## config.mk

```make
export PLATFORM = sky130hd
export DESIGN_NAME = pipe_stage_reg
export DESIGN_NICKNAME = d
export VERILOG_FILES = /design/src/rtl/pipe_stage_reg_pkg.sv /design/src/rtl/pipe_stage_reg_slot.sv /design/src/rtl/pipe_stage_reg.sv
export SDC_FILE = /design/constraint.sdc
export NUM_CORES = 1
export LEC_CHECK = 0
export ABC_AREA = 0
export CAP_MARGIN = 20
export CORE_MARGIN = 2
export CORE_UTILIZATION = 30
export DETAILED_ROUTE_END_ITERATION = 10
export GPL_TIMING_DRIVEN = 1
export PLACE_DENSITY = 0.56
export SLEW_MARGIN = 20
export SYNTH_ARGS = -nofsm -noshare
export SYNTH_HDL_FRONTEND = slang
export SYNTH_HIERARCHICAL = 1
export SYNTH_SLANG_ARGS = --single-unit
```

## constraint.sdc

```tcl
create_clock -name clk -period 2.25 [get_ports clk]
set_clock_uncertainty 0.05 [all_clocks]
set_input_delay 0.45 -clock clk [delete_from_list [all_inputs] [get_ports clk]]
set_output_delay 0.45 -clock clk [all_outputs]
set_load 0.005 [all_outputs]
```

## src/rtl/pipe_stage_reg_pkg.sv

```systemverilog
// -----------------------------------------------------------------------------
// pipe_pkg
// Definitions shared by the elastic pipeline stage register and its slot.
//   PIPE_MAX_DEPTH : largest number of register slots a stage may carry
//   PIPE_CNT_W     : default width of the profiling event counters
//   PIPE_CNT_MAX_W : widest counter the saturating helper supports
//   stage_mode_e   : per-cycle operating mode after priority resolution
//   sat_inc()      : saturating increment used by both event counters
// -----------------------------------------------------------------------------
package pipe_pkg;

  localparam int PIPE_MAX_DEPTH = 4;
  localparam int PIPE_CNT_W     = 16;
  localparam int PIPE_CNT_MAX_W = 64;

  // Flush beats freeze, freeze beats normal advance.
  typedef enum logic [1:0] {
    MODE_RUN    = 2'd0,
    MODE_FREEZE = 2'd1,
    MODE_FLUSH  = 2'd2
  } stage_mode_e;

  // Increment 'value' unless it already holds the all-ones pattern of a
  // 'width'-bit counter. The value travels in a wide container so that one
  // function serves every counter width up to PIPE_CNT_MAX_W.
  function automatic logic [PIPE_CNT_MAX_W-1:0] sat_inc(
    input logic [PIPE_CNT_MAX_W-1:0] value,
    input int                        width
  );
    logic [PIPE_CNT_MAX_W-1:0] ceiling;
    if (width >= PIPE_CNT_MAX_W) begin
      ceiling = '1;
    end else begin
      ceiling = (64'd1 << width) - 64'd1;
    end
    if (value >= ceiling) begin
      return value;
    end
    return value + 64'd1;
  endfunction

endpackage : pipe_pkg

```

## src/rtl/pipe_stage_reg_slot.sv

```systemverilog
// -----------------------------------------------------------------------------
// pipe_slot
// One payload + valid register of an elastic pipeline stage.
//   clk       : clock, rising edge
//   rst       : asynchronous active-low reset, clears payload and valid
//   clr       : synchronous squash, clears payload and valid
//   load      : take src_valid / src_data this edge (ignored while clr)
//   src_valid : valid bit of the upstream source
//   src_data  : payload of the upstream source
//   valid     : registered valid bit
//   data      : registered payload
// -----------------------------------------------------------------------------
module pipe_slot
  import pipe_pkg::*;
#(
  parameter int DATA_W = 57
) (
  input  logic              clk,
  input  logic              rst,
  input  logic              clr,
  input  logic              load,
  input  logic              src_valid,
  input  logic [DATA_W-1:0] src_data,
  output logic              valid,
  output logic [DATA_W-1:0] data
);

  logic              valid_reg;
  logic [DATA_W-1:0] data_reg;

  always_ff @(posedge clk or negedge rst) begin
    if (!rst) begin
      valid_reg <= 1'b0;
      data_reg  <= '0;
    end else if (clr) begin
      valid_reg <= 1'b0;
      data_reg  <= '0;
    end else if (load) begin
      valid_reg <= src_valid;
      // A bubble moving in only drops the valid bit; the stale payload is
      // kept so the data path does not toggle on empty cycles.
      if (src_valid) begin
        data_reg <= src_data;
      end
    end
  end

  assign valid = valid_reg;
  assign data  = data_reg;

endmodule : pipe_slot

```

## src/rtl/pipe_stage_reg.sv

```systemverilog
// -----------------------------------------------------------------------------
// pipe_stage_reg
// Elastic inter-stage pipeline register: DEPTH payload slots with per-slot
// valid bits, valid/ready handshake, freeze (stall), flush (squash) and
// saturating stall / flush event counters for profiling.
//   clk       : clock, rising edge
//   rst       : asynchronous active-low reset
//   in_valid  : upstream payload valid
//   in_data   : upstream payload
//   in_ready  : slot 0 can accept this cycle
//   out_valid : last slot holds a payload and the stage is not frozen
//   out_data  : payload of the last slot
//   out_ready : downstream accepts this cycle
//   freeze    : hazard stall, every slot holds
//   flush     : squash every slot, concurrent input discarded
//   cnt_clr   : synchronous clear of both counters
//   stall_cnt : saturating count of stalled cycles
//   flush_cnt : saturating count of flush cycles
// -----------------------------------------------------------------------------
module pipe_stage_reg
  import pipe_pkg::*;
#(
  parameter int DATA_W = 57,
  parameter int DEPTH  = 1,
  parameter int CNT_W  = PIPE_CNT_W
) (
  input  logic              clk,
  input  logic              rst,
  input  logic              in_valid,
  input  logic [DATA_W-1:0] in_data,
  output logic              in_ready,
  output logic              out_valid,
  output logic [DATA_W-1:0] out_data,
  input  logic              out_ready,
  input  logic              freeze,
  input  logic              flush,
  input  logic              cnt_clr,
  output logic [CNT_W-1:0]  stall_cnt,
  output logic [CNT_W-1:0]  flush_cnt
);

  // ---------------------------------------------------------------------------
  // Mode decode
  // ---------------------------------------------------------------------------
  stage_mode_e mode;

  always_comb begin
    mode = MODE_RUN;
    if (flush) begin
      mode = MODE_FLUSH;
    end else if (freeze) begin
      mode = MODE_FREEZE;
    end
  end

  // ---------------------------------------------------------------------------
  // Slot chain
  // acc[i] : slot i may take a new value this cycle. An empty slot always
  // accepts, so bubbles collapse instead of travelling down the pipe.
  // ---------------------------------------------------------------------------
  logic [DEPTH:0]    acc;
  logic [DEPTH-1:0]  slot_valid;
  logic [DATA_W-1:0] slot_data [DEPTH];

  assign acc[DEPTH] = out_ready;

  generate
    for (genvar gi = 0; gi < DEPTH; gi++) begin : g_slot
      logic              src_valid;
      logic [DATA_W-1:0] src_data;

      if (gi == 0) begin : g_head
        assign src_valid = in_valid;
        assign src_data  = in_data;
      end else begin : g_body
        assign src_valid = slot_valid[gi-1];
        assign src_data  = slot_data[gi-1];
      end

      assign acc[gi] = !slot_valid[gi] || acc[gi+1];

      pipe_slot #(
        .DATA_W (DATA_W)
      ) u_slot (
        .clk       (clk),
        .rst       (rst),
        .clr       (mode == MODE_FLUSH),
        .load      ((mode == MODE_RUN) && acc[gi]),
        .src_valid (src_valid),
        .src_data  (src_data),
        .valid     (slot_valid[gi]),
        .data      (slot_data[gi])
      );
    end
  endgenerate

  // ---------------------------------------------------------------------------
  // Handshake outputs
  // ---------------------------------------------------------------------------
  assign in_ready  = !freeze && !flush && acc[0];
  assign out_valid = slot_valid[DEPTH-1] && !freeze;
  assign out_data  = slot_data[DEPTH-1];

  // ---------------------------------------------------------------------------
  // Profiling counters
  // A stalled cycle is either a hazard freeze or a held output that the
  // downstream stage refused. Flush does not mask either condition.
  // ---------------------------------------------------------------------------
  logic             stall_event;
  logic [CNT_W-1:0] stall_cnt_reg;
  logic [CNT_W-1:0] stall_cnt_next;
  logic [CNT_W-1:0] flush_cnt_reg;
  logic [CNT_W-1:0] flush_cnt_next;

  assign stall_event = freeze || (slot_valid[DEPTH-1] && !out_ready);

  always_comb begin
    stall_cnt_next = stall_cnt_reg;
    flush_cnt_next = flush_cnt_reg;
    if (cnt_clr) begin
      stall_cnt_next = '0;
      flush_cnt_next = '0;
    end else begin
      if (stall_event) begin
        stall_cnt_next = CNT_W'(sat_inc(PIPE_CNT_MAX_W'(stall_cnt_reg), CNT_W));
      end
      if (flush) begin
        flush_cnt_next = CNT_W'(sat_inc(PIPE_CNT_MAX_W'(flush_cnt_reg), CNT_W));
      end
    end
  end

  always_ff @(posedge clk or negedge rst) begin
    if (!rst) begin
      stall_cnt_reg <= '0;
      flush_cnt_reg <= '0;
    end else begin
      stall_cnt_reg <= stall_cnt_next;
      flush_cnt_reg <= flush_cnt_next;
    end
  end

  assign stall_cnt = stall_cnt_reg;
  assign flush_cnt = flush_cnt_reg;

endmodule : pipe_stage_reg

```

# --- Yosys cells after proc, flatten, opt, wreduce, memory -nomap -nowiden ---
# Index checks and enable logic that the tools add are counted.
word_totals:
  reg_bits: 90
  input_bits: 64
  wordCells: 53
  output_inout_bits: 91
classes:
  muxes: 23
  n_lt_le_gt_ge: 2
  n_eq_ne: 3
  reduce_logical: 19
  add_sub_neg: 2
op_table:
  columns: ["op", "n"]
  rows:
  - ["64-bit 2-to-1 mux", 4]
  - ["57-bit 2-to-1 mux", 3]
  - ["16-bit by 64-bit greater-or-equal comparator with 1-bit output", 2]
  - ["16-bit 2-to-1 mux", 6]
  - ["16-bit by 1-bit adder with 16-bit output, second input constant", 2]
  - ["1-bit 2-to-1 mux", 9]
  - ["2-bit nonzero test", 4]
  - ["3-bit inequality test, second input constant", 2]
  - ["2-bit AND reduction", 3]
  - ["1-bit logical AND", 5]
  - ["1-bit logical NOT", 4]
  - ["2-bit equality test, second input constant", 1]
  - ["2-bit logical NOT", 1]
  - ["1-bit logical OR", 2]
  - ["2-bit 2-to-1 mux", 1]

# --- Logic depth before layout (Yosys ltp) ---
logic_depth:
  word_depth: 12
  depth_mapped: 7
  depth_no_buf: 5

# --- Hierarchy ---
# The synthesis kept the hierarchy.
by_module_without_submodules:
  columns: ["mod", "instances", "seq_area_each_um2", "area_per_inst_um2", "cells_each"]
  rows:
  - ["pipe_slot", 1, 1451.4, 3438.3, 263]
  - ["pipe_stage_reg", 1, 800.8, 1889.3, 204]

# --- Worst setup path after synthesis ---
# No wires, ideal clock.
synth_timing:
  kind: "input-to-reg"
  startpoint: "input out_ready"
  endpoint: "register stall_cnt_reg[12] (netlist: stall_cnt[12])"
  required_ns: 2.122
  arrival_time_ns: 1.734
  path_slack_ns: 0.388
  stages: 4
  setup_ns: 0.078
  path_cell_list: "nand2b_2 -> a2111o_1 -> or4_1 -> a21oi_1"
synth_between:
  elab_chain_cells: 5
synth_rtl:
  columns: ["item", "line", "source"]
  rows:
  - ["from (decl)", "pipe_stage_reg.sv:34", "input logic out_ready,"]
  - ["1-bit logical NOT", "pipe_stage_reg.sv:115", "assign stall_event = freeze || (slot_valid[DEPTH-1] && !out_ready);"]
  - ["1-bit logical AND", "pipe_stage_reg.sv:115", null]
  - ["1-bit logical OR", "pipe_stage_reg.sv:115", null]
  - ["2-bit nonzero test (no line)", null, null]
  - ["2-bit AND reduction (no line)", null, null]
  - ["to (signal assigned)", "pipe_stage_reg.sv:138", "stall_cnt_reg <= stall_cnt_next;"]
  - ["to (decl)", "pipe_stage_reg.sv:110", "logic [CNT_W-1:0] stall_cnt_reg;"]
# Every way passes these cells.
# A chain may end at the register's enable or synchronous reset.

# --- Final worst setup path ---
layout_timing:
  startpoint: "input freeze"
  endpoint: "output out_valid"
layout_between:
  elab_chain_cells: 2
layout_rtl:
  columns: ["item", "line", "source"]
  rows:
  - ["from (decl)", "pipe_stage_reg.sv:35", "input logic freeze,"]
  - ["1-bit logical NOT", "pipe_stage_reg.sv:101", "assign out_valid = slot_valid[DEPTH-1] && !freeze;"]
  - ["1-bit logical AND", "pipe_stage_reg.sv:101", null]
  - ["to (decl)", "pipe_stage_reg.sv:32", "output logic out_valid,"]
# Every way passes these cells.

==> run summary <==
Outcome: finished, final reports clean
Slew @ Worst Pin: 0.668 ns
Worst path max stage delay: 0.51 ns
Die ar.: 18,800 µm²
Final setup vio count: 0
Syn_nets: 533
DRC violation count after routing: 0
Netlist cell types: 54
PostCTS Resize Cnt: 0
EDFF count, synth: 0
Sw frac: 26.3%
First-pass GRT wire length: 22,400 µm
Crit path capture type: output port
DIE HEIGHT: 137 µm
Crit path time final: 2.21 ns
Yosys top cell area share: 42.3%
Pint: 2.74 mW
Skew-Pair Late Insertion Delay: 0.34 ns
H-tree Lvls: 3
Clk pin slew, worst setup/hold paths: 0.07 ns
Placement Setup Slack: -0.151 ns
Post-synthesis compound-gate area fraction: 27.7%
Mapped Area: 5330 µm²
Die Width: 137 µm
Most frequent cells after synthesis: dfrtp_1 (90), a21oi_2 (53), nand3_2 (50), a21bo_1 (34)
Crit Path Max Fanout: 5
Fraction of registers with async set/reset: 100%
Adder-Cell Fraction of Synth Area: 0.470%
DR iter-0 viols: 209
Max frequency: 453 MHz
RSZ-0062 raised after global routing: false
Drt first pass iters: 4
Largest family of logic cells by synthesized area: compound AO/OA/AOI/OAI gates
Pins over their slew limit: 0
Row Count: 48
Crit path max-delay family: buffers and inverters
DP HPWL: 9720 µm
Sequential share of power: 45.8%
Wire length per cell: 16.8 µm
Setup_tns: 0 ns
LEAKAGE: 2.69 nW
XOR/XNOR share of the synthesized area: 0.164%
Root Buffer: clkbuf_16
Clk network pwr share: 38.2%
Diodes inserted: 0
CP dominant cell by count: clkdlybuf4s50_1
DRT antenna net count: 0
Post-CTS setup buffer count: 0
Setup ws final: 0.0403 ns
Max clock buf depth: 2
Post-Synth Simple-Gate Area: 19.8%
Critical path class: in -> out
Slew headroom: 55.1%
Area Growth Syn to Fin: 36.0%
Switching power: 979 µW
Final period util: 98.2%
Crit path cell chain: clkdlybuf4s50_1 -> buf_4 -> nor2b_1 -> clkdlybuf4s50_1
Max reg flops: 57
Final RePlAce weighted congestion: 0.816
Gate Count Post-Synth: 467
Mux cell area share after synthesis: 1.20%
Routed vias/inst: 5.13
TritonCTS clock tree: built
Slowest CP cell: clkdlybuf4s50_1
Worst EP required: 1.75 ns
Gr ovfl total: 0
Post-Route WL: 14,200 µm
Top-count cell post-synth: dfrtp_1
CORE AREA: 17,400 µm²
Layout Utilization: 41.7%
# hold bufs at CTS: 0
Max cap viols: 0
Critical path arrival: 1.71 ns
Peak supply drop: 0.342 mV
Final instance area: 7240 µm²
Ys flop type: dfrtp_1
Post-synth top area cell: dfrtp_1
Layout cells sized above 1: 29.4%
Combinational group share of total power: 16.0%
Number of global-route vias before repair: 4,200
Ys Warns: 6
GRT Util Overall: 15.1%
# IOs: 155
Hold Path Class: in -> async
Antenna violations before repair: 0
Mean area per synthesized cell: 11.4 µm²
Fill cells: 1,665
Sequential element share of the synthesized area: 42.3%
Pin count of the biggest net entering global routing: 53
Starting density of the core: 30.7%
Layout net count: 682
Final Hold Fails: 0
Cells after DPL: 830
CTS sink cnt: 90
I/O Buffers: 154
Clock buffer count from CTS: 9
Synthesis-stage register bit count: 90
CP bufs+invs: 3
Area post-placement: 6970 µm²
Detailed-route via count: 4,334
Non-filler cells, final: 845
Crit path launch type: input pin
PwrDens: 514 nW/µm²
Area contributors post-synth: dfrtp_1 (42%), nand3_2 (9.4%), a21oi_2 (8.7%)
kinds of logic (layout without fill, tap and decap cells):
kind of cell               count (synthesis)  count (layout)
AOI/OAI and AO/OA                        173             173
and+or+nand+nor                          147             147
DFF                                       90              90
buffers and inverters                     48             201
muxes                                      6               6
adders and majority gates                  2               2
xor gates and xnor gates                   1               1
per-stage QoR:
step / hold slack, ns / power [mW]
after floorplan: 0.104 / 2.05
after global placement: 0.395 / 2.32
after detailed placement: 0.395 / 2.33
after CTS: 0.0152 / 3.79
after global routing: 0.0366 / 3.91
final: 0.00658 / 3.72
per-layer routing:
metal | wire, µm | global-route usage, % | vias to the layer above
met4 | 231 | 5.56 | 0
met2 | 6640 | 24.1 | 141
li1 | - | - | 2033
met3 | 837 | 2.94 | 15
met5 | 0 | 0 | -
met1 | 6480 | 20.2 | 2145
placed cells by master (no fill, tap or decap), types with 2 or more instances in the layout:
master           netlist  routed
a211oi_1               2       2
a21bo_1               34      34
a21bo_2               23      23
a21oi_1               23      23
a21oi_2               53      53
a2bb2oi_1              2       2
a311oi_1               4       4
a31oi_1                3       3
and3_1                 2       2
buf_12                12       5
buf_4                  6      22
clkbuf_16              0       9
clkdlybuf4s50_1        0     151
clkinvlp_4             0       2
dfrtp_1               90      90
ha_1                   2       2
inv_1                  8       8
mux2_2                 3       3
mux2i_1                3       3
nand2_1               14      14
nand3_1               19      19
nand3_2               50      50
nand4_1                7       7
nor2_1                13      13
nor2b_1                8       8
nor3_1                 6       5
nor4_1                 4       4
o211ai_1               5       5
o21ai_0                8       8
o31ai_1                6       6
o41ai_1                2       2
or2_2                  2       2
or3_1                  5       5
or4_1                  7       7
layout make-up:
class / instances / area, µm² / area share [%]
clock inverter: 4 / 28.8 / 0.397
tap: 225 / 282 / 3.89
clock buffer: 11 / 243 / 3.35
inverter: 8 / 30.0 / 0.415
sequential: 90 / 2250 / 31.1
timing repair buffer: 178 / 1780 / 24.5
multi-input combinational: 329 / 2630 / 36.3
worst register-to-register path, stage by stage, from the launching register on:
cell	delay, ns
dfrtp_1	0.43
ha_1	0.28
nand3_1	0.24
o41ai_2	0.11
buf_4	0.19
or4_1	0.47
a21oi_1	0.15
power groups by stage:
stage | clock network, mW | registers [mW] | logic, mW
4_1_cts | 1.48 | 1.70 | 0.606
3_5_place_dp | 0 | 1.73 | 0.601
3_3_place_gp | 0 | 1.73 | 0.590
6_report | 1.42 | 1.70 | 0.595
5_1_grt | 1.55 | 1.71 | 0.649
2_1_floorplan | 0 | 1.73 | 0.319
final timing paths:
kind	startpoint	endpoint	slack, ns	cells after the start
max	freeze	out_valid	0.04	4
min reg2reg	flush_cnt[15]	flush_cnt[15]	0.50	1
min	rst	g_slot[0].u_slot/data[36]	0.007	1
min in group clk	in_valid	g_slot[0].u_slot/data[26]	0.50	3
max in group asynchronous	rst	stall_cnt[14]	1.52	2
max reg2reg	flush_cnt[0]	flush_cnt[5]	0.26	6
Power figures use the tool's default switching activity.
